### src/rtl/vid_mem_arbiter.sv
// Shared burst-command arbiter: display line prefetch (deadline priority) vs frame writer (anti-starvation); optional ARB_STATS_EN counters.
// Latency: rd_req -> mem_cmd_valid in 2 cycles, grant/done pulses 1 cycle after the memory handshake; one IDLE cycle between bursts.
// Backpressure: command held stable on mem_cmd_ready=0 (no withdrawal); single burst outstanding until mem_done.
module vid_mem_arbiter #(
  parameter int AW         = 28,
  parameter int LW         = 8,
  parameter int FB_BASE    = 0,
  parameter int LINE_WORDS = 240,
  parameter int STARVE_MAX = 4
) (
  input  logic          pixel_clk,
  input  logic          sys_rst,
  input  logic          rd_req,
  input  logic [10:0]   rd_line,
  input  logic          wr_req,
  input  logic [AW-1:0] wr_addr,
  input  logic [LW-1:0] wr_len,
  output logic          rd_grant,
  output logic          wr_grant,
  output logic          rd_done,
  output logic          rd_overrun,
  output logic          mem_cmd_valid,
  input  logic          mem_cmd_ready,
  output logic          mem_cmd_we,
  output logic [AW-1:0] mem_cmd_addr,
  output logic [LW-1:0] mem_cmd_len,
  input  logic          mem_done
`ifdef ARB_STATS_EN
  ,
  output logic [31:0]   stat_rd_cnt,
  output logic [31:0]   stat_wr_cnt,
  output logic [15:0]   stat_ovr_cnt,
  input  logic          stat_clr
`endif
);

  localparam int            SW         = (STARVE_MAX < 1) ? 1 : $clog2(STARVE_MAX + 1);
  localparam logic [SW-1:0] STARVE_LIM = SW'(STARVE_MAX);
  localparam logic [AW-1:0] BASE_A     = AW'(FB_BASE);
  localparam logic [AW-1:0] STRIDE_A   = AW'(LINE_WORDS);
  localparam logic [LW-1:0] RD_LEN     = LW'(LINE_WORDS);

  typedef enum logic [2:0] {IDLE, RD_CMD, RD_WAIT, WR_CMD, WR_WAIT} state_t;

  state_t        state;
  logic          rd_pend;
  logic [AW-1:0] rd_addr;
  logic [SW-1:0] starve_cnt;
  logic [AW-1:0] line_addr;
  logic          ovr_evt;
  logic          rd_acc;
  logic          wr_acc;

  assign line_addr = BASE_A + AW'(rd_line) * STRIDE_A;
  // A request landing together with the completing mem_done is the next line, not an overrun.
  assign ovr_evt   = rd_req && (rd_pend || state == RD_CMD || (state == RD_WAIT && !mem_done));
  assign rd_acc    = (state == RD_CMD) && mem_cmd_ready;
  assign wr_acc    = (state == WR_CMD) && mem_cmd_ready;

  always_ff @(posedge pixel_clk) begin
    if (sys_rst) begin
      state         <= IDLE;
      rd_pend       <= 1'b0;
      rd_addr       <= '0;
      starve_cnt    <= '0;
      rd_grant      <= 1'b0;
      wr_grant      <= 1'b0;
      rd_done       <= 1'b0;
      rd_overrun    <= 1'b0;
      mem_cmd_valid <= 1'b0;
      mem_cmd_we    <= 1'b0;
      mem_cmd_addr  <= '0;
      mem_cmd_len   <= '0;
    end else begin
      rd_grant <= 1'b0;
      wr_grant <= 1'b0;
      rd_done  <= 1'b0;
      if (rd_req) begin
        rd_pend <= 1'b1;
        rd_addr <= line_addr;
        if (ovr_evt) rd_overrun <= 1'b1;
      end
      case (state)
        IDLE: begin
          if (!wr_req) starve_cnt <= '0;
          if (wr_req && (!rd_pend || starve_cnt == STARVE_LIM)) begin
            state         <= WR_CMD;
            mem_cmd_valid <= 1'b1;
            mem_cmd_we    <= 1'b1;
            mem_cmd_addr  <= wr_addr;
            mem_cmd_len   <= wr_len;
          end else if (rd_pend) begin
            // A replacement line arriving this cycle is issued instead of the stale one.
            state         <= RD_CMD;
            mem_cmd_valid <= 1'b1;
            mem_cmd_we    <= 1'b0;
            mem_cmd_addr  <= rd_req ? line_addr : rd_addr;
            mem_cmd_len   <= RD_LEN;
          end
        end
        RD_CMD: begin
          if (rd_acc) begin
            state         <= RD_WAIT;
            mem_cmd_valid <= 1'b0;
            rd_grant      <= 1'b1;
            if (!rd_req) rd_pend <= 1'b0;
            if (wr_req && starve_cnt != STARVE_LIM) starve_cnt <= starve_cnt + 1'b1;
          end
        end
        WR_CMD: begin
          if (wr_acc) begin
            state         <= WR_WAIT;
            mem_cmd_valid <= 1'b0;
            wr_grant      <= 1'b1;
            starve_cnt    <= '0;
          end
        end
        RD_WAIT: begin
          if (mem_done) begin
            state   <= IDLE;
            rd_done <= 1'b1;
          end
        end
        WR_WAIT: begin
          if (mem_done) state <= IDLE;
        end
        default: state <= IDLE;
      endcase
    end
  end

`ifdef ARB_STATS_EN
  always_ff @(posedge pixel_clk) begin
    if (sys_rst || stat_clr) begin
      stat_rd_cnt  <= '0;
      stat_wr_cnt  <= '0;
      stat_ovr_cnt <= '0;
    end else begin
      if (rd_acc) stat_rd_cnt <= stat_rd_cnt + 32'd1;
      if (wr_acc) stat_wr_cnt <= stat_wr_cnt + 32'd1;
      if (ovr_evt && stat_ovr_cnt != 16'hFFFF) stat_ovr_cnt <= stat_ovr_cnt + 16'd1;
    end
  end
`endif

endmodule
### config.mk
export PLATFORM = sky130hd
export DESIGN_NAME = vid_mem_arbiter
export DESIGN_NICKNAME = d
export VERILOG_FILES = /design/src/rtl/vid_mem_arbiter.sv
export SDC_FILE = /design/constraint.sdc
export NUM_CORES = 1
export LEC_CHECK = 0
export ABC_AREA = 0
export CAP_MARGIN = 30
export CORE_UTILIZATION = 54
export DETAILED_ROUTE_END_ITERATION = 8
export PLACE_DENSITY = 0.85
export SLEW_MARGIN = 20
export SYNTH_ARGS = -nofsm -noshare
export SYNTH_HDL_FRONTEND = slang
export SYNTH_SLANG_ARGS = --single-unit
### constraint.sdc
create_clock -name pixel_clk -period 8.2 [get_ports pixel_clk]
set_input_delay 1.64 -clock pixel_clk [delete_from_list [all_inputs] [get_ports pixel_clk]]
set_output_delay 1.64 -clock pixel_clk [all_outputs]
set_load 0.05 [all_outputs]
==> key figures, run 1 <==
Logic synthesis
  • Syn avg cell area: 8.82 um2
  • Synth Flop Type: dfxtp_1
  • Register area share after synthesis: 0.378
  • Post-Syn Instances: 462
  • Post-synthesis mux area share: 0.0273
  • Post-Syn Area: 4070 um2
  • Compound-cell area share of the yosys netlist: 0.163
  • Yosys warnings: 0
  • Synth top area share: 0.378
  • Seq cells post-synth: 77
  • Synth cell types: 47
  • Largest family of logic cells by synthesized area: simple AND/OR/NAND/NOR gates
  • Post-synth ARST share: 0
  • Synth Area in Simple Gates: 0.194
  • Area leader, netlist: dfxtp_1
  • Post-Synth XOR/XNOR Area: 0.0194
  • Synth area leaders: dfxtp_1 (38%), fa_1 (9.3%), ha_1 (6.1%)
  • Synth Area in Adders: 0.155
  • Mapped Nets: 554
  • Post-synth EDFFs: 0

Setup path
  • R2R depth: 7
  • CP Cell Sequence: clkdlybuf4s50_1, inv_1, fa_1, fa_1, inv_1, ha_1, a21o_1, a21oi_2, a21oi_2, o2111a_1, o21a_1, or3b_1, a21oi_1
  • Worst r2r src: state[0]
  • Slowest CP cell: clkdlybuf4s50_1
  • CP required: 8460 ps
  • Worst reg-to-reg setup slack: 5880 ps
  • CP Capture Type: flop
  • CP max FO: 5
  • WP data arrival: 5110 ps
  • Setup crit start: rd_line[2]
  • Slowest stage delay, CP: 530 ps
  • Setup CP Type: in2reg
  • Reg-to-Reg End: mem_cmd_addr[13]
  • Critical path launch point type: primary input

Floorplan
  • Initial Util: 0.561
  • Die area: 7890 um2
  • Die W: 88.8 um
  • # rows: 31
  • Core area: 7250 um2
  • Die H: 88.8 um
  • Ports: 95

Layout
  • Diode count: 0
  • Fin nets: 636
  • Fillcell total: 560
  • Fin util: 0.722
  • Commonest cells after routing, fill and taps aside: clkdlybuf4s50_1 (92), dfxtp_1 (77), nor2_1 (53)
  • Area Growth Syn to Fin: 28.6%
  • Commonest non-fill, non-tap cell in the layout: clkdlybuf4s50_1
  • Layout Cells excl Fill: 648
  • Layout cells sized above 1: 0.0455

Outcome
  • Status: complete, no violations

Detailed routing
  • WL final: 9.41 mm
  • DRC: 0
  • Total iterations of the first detailed-routing run: 4
  • Vias after detailed routing: 3,537
  • Starting DRT DRC Count: 161
  • Vias per cell: 5.46
  • Routed length per placed instance: 14.5 um
  • Routed Antenna Nets: 0

Timing
  • RSZ-0062 raised after global routing: false
  • Setup violations, final: 0
  • Max Clock Freq: 206 MHz
  • Clock Skew: 6.76 ps
  • Final Max Tran Viols: 0
  • Final Hold Vio Count: 0
  • Min Clock Period, post-route: 4850 ps
  • Rel. slew slack: 0.424
  • Least-Margin Pin Slew: 865 ps
  • Setup_tns: 0 ps
  • Tcrit/Tclk final: 0.592
  • Final hold slack: 455 ps

Clocking
  • Clk buf depth: 2
  • Clock Root Buffer: clkbuf_8
  • Clk slew on worst S/H paths: 80 ps
  • Inserted Clock Buffers: 9
  • Htree depth: 3
  • # hold bufs at CTS: 0
  • Clock latency reported for the late side of the worst-skew pair: 340 ps
  • Post-CTS sizing: 0
  • Clock Sinks: 77
  • Post-CTS Setup Bufs: 0
  • TritonCTS clock tree: done

Power
  • Worst vdd ir: 0.115 mV
  • LEAKAGE: 0.00215 uW
  • Pwr/cell area: 234 nW/um2
  • Total power: 1230 uW

Global route
  • Largest net degree at the start of global routing: 77
  • Vias in the first global route: 3,450
  • First-pass GRT wire length: 15.3 mm
  • Total GRT Usage: 0.251
  • Gr ovfl total: 0
  • Initial antenna violation count: 0

Placed design
  • Cell total after placement: 632
  • Post-DP HPWL: 6.83 mm
  • Final GP Congestion: 0.804
  • I/O Buffers: 94

Hold path
  • Hold path depth: 2
  • Hold Crit Class: reg2reg
  • Hold EP: mem_cmd_addr[5]
  • Hold_sp: mem_cmd_addr[5]

Run
  • Maxcap violations: 0
-- cell families after synthesis --
| logic type | after synthesis |
|---|---|
| adder cells (fa/ha/maj) | 39 |
| multiplexers | 11 |
| flip-flops | 77 |
| AND/OR/NAND/NOR | 160 |
| XOR/XNOR | 9 |
| buffers and inverters | 65 |
| AO/OA/AOI/OAI | 101 |
-- synthesized netlist by cell type, types with 3 or more instances --
cell type  instances
a211oi_1           3
a21o_1             6
a21oi_1           29
a22oi_1            6
a311oi_1          13
a31oi_1            4
and2_1             3
buf_1              3
clkbuf_1          20
dfxtp_1           77
fa_1              19
ha_1              20
inv_1             39
mux2i_1           10
nand2_1           40
nand2b_1          11
nand3_1            4
nand3b_1          16
nor2_1            54
nor2b_1            4
nor3_1             8
nor3b_1           13
o211ai_1           6
o21ai_0           14
o22ai_1            7
xnor2_1            6
xor2_1             3
-- worst max path at each step --
stage	endpoint	depth (start not counted)
4_1_cts	rd_addr[17]	13
6_report	rd_addr[17]	13
3_5_place_dp	rd_addr[17]	13
3_3_place_gp	rd_addr[17]	13
5_1_grt	mem_cmd_addr[16]	13
2_1_floorplan	rd_addr[17]	12
-- flip-flops by register name, summed over array words and instances, names as in the netlist, 3 cells and up --
name / flops
mem_cmd_addr: 28
state: 3
rd_addr: 28
mem_cmd_len: 8
starve_cnt: 3
-- per-layer routing --
| metal | vias to the layer above | global-route usage | wire [um] |
|---|---|---|---|
| met3 | 21 | 0.0410 | 466 |
| li1 | 1747 | - | - |
| met2 | 97 | 0.445 | 4820 |
| met1 | 1672 | 0.303 | 3910 |
| met5 | - | 0 | 0 |
| met4 | 0 | 0.101 | 216 |
-- through the flow --
| stage | cell area, um2 | setup WS [ps] |
|---|---|---|
| floorplan | 4070 | 3640 |
| global placement | 5040 | 3080 |
| detailed placement | 5040 | 2980 |
| CTS | 5240 | 3340 |
| global route | 5240 | 3150 |
| finish | 5240 | 3350 |
-- power by group --
| group | total [uW] | leakage, uW | switching, uW | internal [uW] |
|---|---|---|---|---|
| registers | 446 | 0.000631 | 23.9 | 422 |
| logic | 502 | 0.00142 | 306 | 197 |
| clock network | 278 | 0.0000939 | 136 | 142 |
-- worst max-delay path, delay by kind of cell --
kind | cells | cell delay [ps]
adders and majority gates | 3 | 1370
buffers and inverters | 3 | 680
AOI/OAI and AO/OA | 6 | 1050
and+or+nand+nor | 1 | 370
-- layout make-up --
type / count / area (um2) / area share
Inverter: 39 / 146 / 0.0280
Timing Repair Buffer: 97 / 953 / 0.182
Clock inverter: 5 / 60.1 / 0.0115
Multi-Input combinational cell: 320 / 2280 / 0.435
Clock buffer: 11 / 131 / 0.0251
Sequential cell: 77 / 1540 / 0.294
Tap cell: 99 / 124 / 0.0237
Note: power is estimated with default switching activity, not from simulation.
==> run 2: changes to the inputs <==
--- a/config.mk
+++ b/config.mk
@@ -7,9 +7,9 @@
 export LEC_CHECK = 0
 export ABC_AREA = 0
 export CAP_MARGIN = 30
-export CORE_UTILIZATION = 54
+export CORE_UTILIZATION = 45
 export DETAILED_ROUTE_END_ITERATION = 8
-export PLACE_DENSITY = 0.85
+export PLACE_DENSITY = 0.76
 export SLEW_MARGIN = 20
 export SYNTH_ARGS = -nofsm -noshare
 export SYNTH_HDL_FRONTEND = slang
==> constraint.sdc (replaced) <==
create_clock -name pixel_clk -period 4.46 [get_ports pixel_clk]
set_input_delay 0.892 -clock pixel_clk [delete_from_list [all_inputs] [get_ports pixel_clk]]
set_output_delay 0.892 -clock pixel_clk [all_outputs]
set_load 0.05 [all_outputs]
==> run 2 against run 1 <==
Setup slack worse by 2900 ps; utilization is 12 points lower; hold slack better by 0.53 ps; via count down 3.3%; critical path type unchanged; critical endpoint unchanged.
==> key figures, run 2 (synthesis gave the netlist of run 1 again) <==
Outcome
  • Status: complete, no violations

Clocking
  • TritonCTS clock tree: done
  • Clock Root Buffer: clkbuf_8
  • Htree depth: 3 (unchanged)
  • Post-CTS sizing: 0 (unchanged)
  • Clk buf depth: 2 (unchanged)
  • Clock Sinks: 77 (unchanged)
  • Post-CTS Setup Bufs: 0 (unchanged)
  • # hold bufs at CTS: 0 (unchanged)
  • Inserted Clock Buffers: 9 (unchanged)
  • Clk slew on worst S/H paths: 80 ps (about the same)
  • Clock latency reported for the late side of the worst-skew pair: 340 ps (about the same)

Detailed routing
  • Starting DRT DRC Count: 98 (-39%)
  • Total iterations of the first detailed-routing run: 5 (+1)
  • Vias after detailed routing: 3,421 (-3.3%)
  • Routed Antenna Nets: 0 (unchanged)
  • DRC: 0 (unchanged)
  • Routed length per placed instance: 13.7 um (-5.4%)
  • WL final: 9.04 mm (-4.0%)
  • Vias per cell: 5.20 (-4.7%)

Setup path
  • Reg-to-Reg End: mem_cmd_addr[16]
  • Worst reg-to-reg setup slack: 2120 ps (-3760 ps)
  • CP Cell Sequence: clkdlybuf4s50_1, inv_1, fa_1, fa_1, inv_1, ha_1, a21o_1, a21oi_2, a21oi_2, o2111a_1, o21a_1, or3b_1, a21oi_1
  • R2R depth: 10 (+3)
  • Critical path launch point type: primary input
  • Slowest CP cell: clkdlybuf4s50_1
  • Setup CP Type: in2reg
  • Worst r2r src: starve_cnt[0]
  • CP Capture Type: flop
  • WP data arrival: 4330 ps (-780 ps)
  • CP max FO: 4 (-1)
  • Slowest stage delay, CP: 530 ps (about the same)
  • CP required: 4730 ps (-3730 ps)

Timing
  • Final Max Tran Viols: 0 (unchanged)
  • Final Hold Vio Count: 0 (unchanged)
  • Least-Margin Pin Slew: 891 ps (+26.8 ps)
  • Clock Skew: 10.5 ps (+3.73 ps)
  • Final hold slack: 456 ps (+0.531 ps)
  • Max Clock Freq: 246 MHz
  • Min Clock Period, post-route: 4060 ps
  • Setup violations, final: 0 (unchanged)
  • RSZ-0062 raised after global routing: false
  • Tcrit/Tclk final: 0.911
  • Rel. slew slack: 0.406 (-0.0179)
  • Setup_tns: 0 ps (unchanged)

Floorplan
  • Core area: 8720 um2 (+20%)
  • Die H: 97.1 um (+9.3%)
  • Initial Util: 0.467 (-0.0945)
  • # rows: 34 (+9.7%)
  • Die area: 9440 um2 (+20%)
  • Die W: 97.1 um (+9.3%)
  • Ports: 95 (unchanged)

Global route
  • Gr ovfl total: 0 (unchanged)
  • First-pass GRT wire length: 15.4 mm (+0.73%)
  • Total GRT Usage: 0.199 (-0.0519)
  • Vias in the first global route: 3,259 (-5.5%)
  • Largest net degree at the start of global routing: 50 (-35%)
  • Initial antenna violation count: 0 (unchanged)

Run
  • Maxcap violations: 0 (unchanged)

Layout
  • Commonest cells after routing, fill and taps aside: clkdlybuf4s50_1 (92), dfxtp_1 (77), nor2_1 (53)
  • Layout Cells excl Fill: 658 (+1.5%)
  • Fin nets: 637 (+0.16%)
  • Largest registers: mem_cmd_addr (28), rd_addr (28), mem_cmd_len (8)
  • Commonest non-fill, non-tap cell in the layout: clkdlybuf4s50_1
  • Diode count: 0 (unchanged)
  • Layout cells sized above 1: 0.0473 (+0.00174)
  • Area Growth Syn to Fin: 28.4% (about the same)

Power
  • Worst vdd ir: 0.189 mV (+65%)
  • LEAKAGE: 0.00213 uW (-0.61%)
  • Total power: 2200 uW (+79%)
  • Pwr/cell area: 420 nW/um2 (+80%)

Placed design
  • I/O Buffers: 94 (unchanged)
  • Cell total after placement: 642 (+1.6%)
  • Final GP Congestion: 0.861 (+7.1%)
  • Post-DP HPWL: 6.68 mm (-2.2%)

Hold path
  • Hold Crit Class: reg2reg
  • Hold path depth: 2 (unchanged)
  • Hold_sp: mem_cmd_addr[4]
  • Hold EP: mem_cmd_addr[4]
-- run 2: cell count changes in the layout (fill, tap and decap cells not counted) --
cell,previous run,this run
clkinvlp_4,1,3
buf_4,3,4
bufinv_16,1,0
clkinv_4,1,0
-- run 2: through the flow --
stage,instance area (um2),setup slack (ps),util
2_1_floorplan,4070,651,-
3_3_place_gp,5060,142,0.581
3_5_place_dp,5060,45.4,0.581
4_1_cts,5230,403,0.600
5_1_grt,5230,262,0.600
6_report,5230,397,0.600
-- run 2: worst max-delay path: cells and delay by family --
family	cells	cell delay [ps]
AO/OA/AOI/OAI	6	1030
buffers and inverters	3	680
adder cells (fa/ha/maj)	3	1320
AND/OR/NAND/NOR	1	380
-- run 2: layout make-up --
cell class / count / area (um2)
multi-input combinational: 320 / 2280
tap: 108 / 135
inverter: 39 / 146
sequential: 77 / 1540
clock buffer: 11 / 131
clock inverter: 5 / 36.3
timing repair buffer: 98 / 961
fill: 767 / 3490
-- run 2: how the worst max path moves through the flow --
stage / from / end / slack, ps
2_1_floorplan: rd_line[4] / rd_addr[17] / 650
3_3_place_gp: rd_line[3] / rd_addr[17] / 140
3_5_place_dp: rd_line[3] / rd_addr[17] / 50
4_1_cts: rd_line[3] / rd_addr[17] / 400
5_1_grt: rd_line[3] / rd_addr[17] / 260
6_report: rd_line[2] / rd_addr[17] / 400
-- run 2: metal layers --
layer | vias up | track usage | wire length (um)
li1 | 1741 | - | -
met3 | 4 | 0.0353 | 417
met4 | 0 | 0.0654 | 74
met2 | 73 | 0.313 | 4100
met5 | - | 0 | 0
met1 | 1603 | 0.277 | 4450
-- run 2: report_power, final --
group	leakage (uW)	internal, uW	total [uW]	switching (uW)
clock network	0.0000760	203	461	258
logic	0.00142	364	919	555
registers	0.000631	775	818	42.3
